**src/rtl/npc_pkg.sv**
```systemverilog
// npc_pkg: shared core widths and execute-stage buffer depth.
package npc_pkg;
    localparam int XLEN       = 64;
    localparam int REG_ADDR_W = 5;
    localparam int RB_DEPTH   = 2;
endpackage

```
**src/rtl/exu_fwd_cmp.sv**
```systemverilog
// exu_fwd_cmp: one forwarding lookup port over the two buffer entries, youngest match wins.
module exu_fwd_cmp
    import npc_pkg::*;
#(
    parameter int N = XLEN
) (
    input  logic [REG_ADDR_W-1:0]       q,
    input  logic [1:0]                  ev,
    input  logic [1:0][REG_ADDR_W-1:0]  rd,
    input  logic [1:0][N-1:0]           res,
    input  logic                        yi,
    output logic                        hit,
    output logic [N-1:0]                data
);
    logic [1:0] m;
    assign m[0] = ev[0] && (rd[0] == q);
    assign m[1] = ev[1] && (rd[1] == q);
    assign hit  = |m;
    assign data = m[yi] ? res[yi] : m[~yi] ? res[~yi] : '0;
endmodule

```
**src/rtl/exu_result_buf.sv**
```systemverilog
// exu_result_buf: 2-entry ALU result FIFO toward writeback with rs1/rs2 forwarding lookup.
module exu_result_buf
    import npc_pkg::*;
#(
    parameter int N     = XLEN,
    parameter int DEPTH = RB_DEPTH
) (
    input  logic                  clk,
    input  logic                  rst,
    input  logic                  in_valid,
    output logic                  in_ready,
    input  logic [N-1:0]          in_res,
    input  logic [REG_ADDR_W-1:0] in_rd,
    input  logic                  in_wen,
    input  logic [N-1:0]          in_pc,
    input  logic                  flush,
    output logic                  out_valid,
    input  logic                  out_ready,
    output logic [N-1:0]          out_res,
    output logic [REG_ADDR_W-1:0] out_rd,
    output logic                  out_wen,
    output logic [N-1:0]          out_pc,
    input  logic [REG_ADDR_W-1:0] q_rs1,
    input  logic [REG_ADDR_W-1:0] q_rs2,
    output logic                  q_hit1,
    output logic                  q_hit2,
    output logic [N-1:0]          q_data1,
    output logic [N-1:0]          q_data2
);
    localparam int CW = $clog2(DEPTH + 1);
    logic [CW-1:0]                 count;
    logic                          rptr, wptr;
    logic [1:0][N-1:0]             res_q, pc_q;
    logic [1:0][REG_ADDR_W-1:0]    rd_q;
    logic [1:0]                    wen_q, ev;
    logic                          acc, push, pop;
    assign in_ready  = count < CW'(DEPTH);
    assign out_valid = count != '0;
    assign acc       = in_valid && in_ready;
    assign push      = acc && !flush;
    assign pop       = out_valid && out_ready;
    assign out_res   = res_q[rptr];
    assign out_rd    = rd_q[rptr];
    assign out_pc    = pc_q[rptr];
    assign out_wen   = out_valid && wen_q[rptr];
    always_ff @(posedge clk or posedge rst) begin
        if (rst) begin
            count <= '0;
            rptr  <= 1'b0;
            wptr  <= 1'b0;
        end else if (flush) begin
            count <= '0;
            rptr  <= 1'b0;
            wptr  <= 1'b0;
        end else begin
            count <= count + CW'(push) - CW'(pop);
            if (push) wptr <= ~wptr;
            if (pop)  rptr <= ~rptr;
        end
    end
    // payload is not reset; validity comes only from count
    always_ff @(posedge clk) begin
        if (push) begin
            res_q[wptr] <= in_res;
            rd_q[wptr]  <= in_rd;
            wen_q[wptr] <= in_wen && (in_rd != '0);
            pc_q[wptr]  <= in_pc;
        end
    end
    assign ev = wen_q & ((count == CW'(2)) ? 2'b11 : (count == CW'(1)) ? (rptr ? 2'b10 : 2'b01) : 2'b00);
    exu_fwd_cmp #(.N(N)) u_cmp1 (.q(q_rs1), .ev(ev), .rd(rd_q), .res(res_q), .yi(~rptr), .hit(q_hit1), .data(q_data1));
    exu_fwd_cmp #(.N(N)) u_cmp2 (.q(q_rs2), .ev(ev), .rd(rd_q), .res(res_q), .yi(~rptr), .hit(q_hit2), .data(q_data2));
endmodule
```
**config.mk**
```make
export PLATFORM = sky130hd
export DESIGN_NAME = exu_result_buf
export DESIGN_NICKNAME = d
export VERILOG_FILES = /design/src/rtl/npc_pkg.sv /design/src/rtl/exu_fwd_cmp.sv /design/src/rtl/exu_result_buf.sv
export SDC_FILE = /design/constraint.sdc
export NUM_CORES = 1
export LEC_CHECK = 0
export ABC_AREA = 1
export CELL_PAD_IN_SITES_DETAIL_PLACEMENT = 1
export CELL_PAD_IN_SITES_GLOBAL_PLACEMENT = 2
export CORE_ASPECT_RATIO = 0.7
export CORE_MARGIN = 2
export CORE_UTILIZATION = 25
export DETAILED_ROUTE_END_ITERATION = 8
export MAX_ROUTING_LAYER = met4
export PLACE_DENSITY = 0.79
export SLEW_MARGIN = 20
export SYNTH_ARGS = -nofsm -noshare
export SYNTH_HDL_FRONTEND = slang
export SYNTH_SLANG_ARGS = --single-unit
```
**constraint.sdc**
```tcl
create_clock -name clk -period 7.2 [get_ports clk]
set_clock_uncertainty 0.2 [all_clocks]
set_input_delay 1.44 -clock clk [delete_from_list [all_inputs] [get_ports clk]]
set_output_delay 1.44 -clock clk [all_outputs]
set_load 0.03 [all_outputs]
```
==> key figures <==
Floorplan
  • Core area: 54000 µm²
  • DIE WIDTH: 284 µm
  • Die Y: between 200 and 250 µm
  • Initial core utilization: 0.255
  • # rows: 71
  • Die area: 56900 µm²
  • Top Ports: 415

Clock network
  • CTS Buffer Depth: 3
  • Num CTS Buffers: 30
  • CTS root buffer: clkbuf_16
  • CTS sink cnt: 272
  • Clock transition at path regs: about 60 ps
  • Post-CTS Setup Bufs: 0
  • Post-CTS sizing: 0
  • Worst-Skew Late Latency: 570 ps
  • CTS tree: yes
  • H-tree Lvls: 1
  • Hold_buf cts: 0

Synthesis
  • Largest family of logic cells by synthesized area: simple AND/OR/NAND/NOR gates
  • Syn_area_per_cell: 8.58 µm²
  • Register bit total from synthesis: 272
  • Syn Nets: between 1.5k and 2k
  • Post-Syn Area: approximately 14000 µm²
  • Adder-Cell Fraction of Synth Area: 0.00182
  • Post-synthesis xor/xnor area fraction: 0.00382
  • Mux contribution to synthesized area: 0
  • Yosys top cell area share: 0.585
  • Post-synth cell types: 25
  • Synth warn: 0
  • Post-synthesis sequential area ratio: 0.593
  • Cell count after synthesis: 1602
  • Synth Area in Compound Gates: 0.0530
  • Yosys top cell by area: edfxtp_1
  • Simple-gate share of the synthesized area: 0.261
  • Main area contributors after synthesis: edfxtp_1 59%, nand2_1 19%, o21ai_0 4.9%, inv_1 4.4%, nor2_1 3.9%

Finish
  • Area taken by multi-input logic gates: around 4400 µm²
  • Syn-to-layout area delta: 40.6%
  • Fillcell total: 6334
  • Commonest non-fill, non-tap cell in the layout: nand2_1
  • Fraction of layout instances using a drive strength above 1: 0.0366
  • Nets: 2127
  • Final std cells w/o fill: 2731
  • Design area: 19300 µm²
  • Storage cell area: 8150 µm²
  • Most frequent cells in the layout: 707 x nand2_1, 414 x clkdlybuf4s50_1, 268 x edfxtp_1

STA
  • Worst slew pin tran: 998 ps
  • Setup ws final: ~1200 ps
  • Final hold vios: 0
  • Rel. slew slack: 0.334
  • RSZ-0062 raised after global routing: no
  • Pins Over Slew Limit: 0
  • WHS: 347 ps
  • Period Utilization, post-route: 0.837
  • Final setup viols: 0
  • Final TNS setup: 0 ps
  • Minimum clock period: 6030 ps
  • FMAX: 0.166 GHz

Detailed routing
  • Wire per inst: 18.1 µm
  • WL final: 49500 µm
  • DRC: 0
  • First-pass iteration count of the detailed router: 4
  • Vias: 12.1k
  • Initial drt markers: 625
  • Via density: 4.41
  • Routed Antenna Nets: 0

Placement
  • DP HPWL: about 33000 µm
  • Port Buf Inserts: 414
  • Placed inst area: 18400 µm²
  • Dpl ws: roughly 1200 ps
  • Placer Congestion: around 0.77
  • Placed insts: 2674

Critical path
  • CP cell instances: clkdlybuf4s50_1 -> inv_1 -> nand2_1 -> nand2_1 -> nor2_1 -> nand2_1 -> nor2_1 -> nand2_1 -> nand2_4 -> nand2_1 -> nand2_1 -> clkdlybuf4s50_1
  • CP max-delay cell: clkdlybuf4s50_1
  • Critical-path maximum fanout: 64
  • Startpoint type of the worst setup path: primary input
  • CP Buf/Inv Count: 3
  • WP data required: 5560 ps
  • R2R cell count: 5
  • Setup crit end kind: output port
  • Setup slack, reg-to-reg: approximately 4600 ps
  • Worst path depth: 12
  • Setup CP Type: in -> out
  • Delay-heaviest family, CP: simple AND/OR/NAND/NOR gates
  • Most frequent CP cell: nand2_1
  • Crit path largest cell delay: a little under 700 ps
  • WP data arrival: 4390 ps

Job
  • Max Cap Viol: 0

GRT
  • Global route total overflow: 0
  • Vias in the first global route: around 13k
  • First-pass GRT wire length: 75600 µm
  • Largest net degree at the start of global routing: 135
  • GRT Total Usage: 0.175
  • Antenna violations before repair: 5

Pwr
  • Pleak: 7.92 nW
  • Power Density: 289 nW/µm²
  • Peak supply drop: 0.000157 V

Status
  • Outcome: finished clean

Hold path
  • Worst Hold Depth: 1
  • Hold Crit Class: reg -> reg
[synth_stat cells]
master    number
a21oi_1        2
buf_1          2
buf_2         36
buf_4          7
buf_6         25
clkbuf_1      20
dfrtp_1        4
edfxtp_1     268
ha_1           2
inv_1        160
inv_2          2
nand2_1      707
nand2_2        3
nand2_4        1
nand3_1       69
nor2_1       144
nor2_2         2
o21ai_0      135
o21ai_1        2
o21ai_2        2
o22ai_1        1
o41ai_1        1
or2_2          1
xnor2_1        4
xor2_1         2
[final cells by class]
cell class	count	area share
flip-flops and latches	272	0.422
multi-input cells	1078	0.230
repair buffers	432	0.222
well taps	730	0.0473
clock buffers	36	0.0400
inverters	162	0.0315
clock inverters	16	0.00706
diodes	5	0.000647
[power breakdown]
group / internal, mW / switching, mW / total (mW)
sequential: 1.88 / 0.0704 / 1.95
clock: 0.829 / 0.643 / 1.47
combinational: 0.707 / 1.46 / 2.17
[state kept, by name, indices dropped and copies added, names as in the netlist]
register	flops
count	2
pc_q	128
rptr	1
wen_q	2
rd_q	10
wptr	1
res_q	128
[cell families after synthesis]
logic type      after synthesis
simple gates                927
flops                       272
buf+inv                     252
compound gates              143
xor+xnor                      6
fa+ha+maj                     2
[worst reg2reg max path, cell delays in order (launching register included)]
cell and delay (ps):
dfrtp_1 440, inv_2 110, nand2_1 110, nor2_4 120, buf_4 390, buf_4 800
[per-stage QoR]
step	total power, mW	utilization
after CTS	5.69	0.358
after floorplan	3.24	-
after detailed placement	4.17	0.341
final	5.59	0.358
after global placement	4.14	0.341
after global routing	5.88	0.358
[worst paths after layout]
kind | startpoint | endpoint
min | wptr | wptr
min in group asynchronous | rst | count[0]
min reg2reg | wptr | wptr
max in group asynchronous | rst | rptr
max reg2reg | count[1] | res_q[80]
max | q_rs1[4] | q_data1[19]
[per-layer routing]
layer | wire, µm | up-vias | track usage | part of all wire
met5 | 0 | - | - | 0
met4 | 945 | 0 | 0.0357 | 0.019
met3 | 2480 | 54 | 0.0356 | 0.050
met2 | 24200 | 242 | 0.297 | 0.49
met1 | 21900 | 5919 | 0.215 | 0.44
li1 | - | 5835 | - | -
No activity file was read; power rests on OpenSTA's default activity.
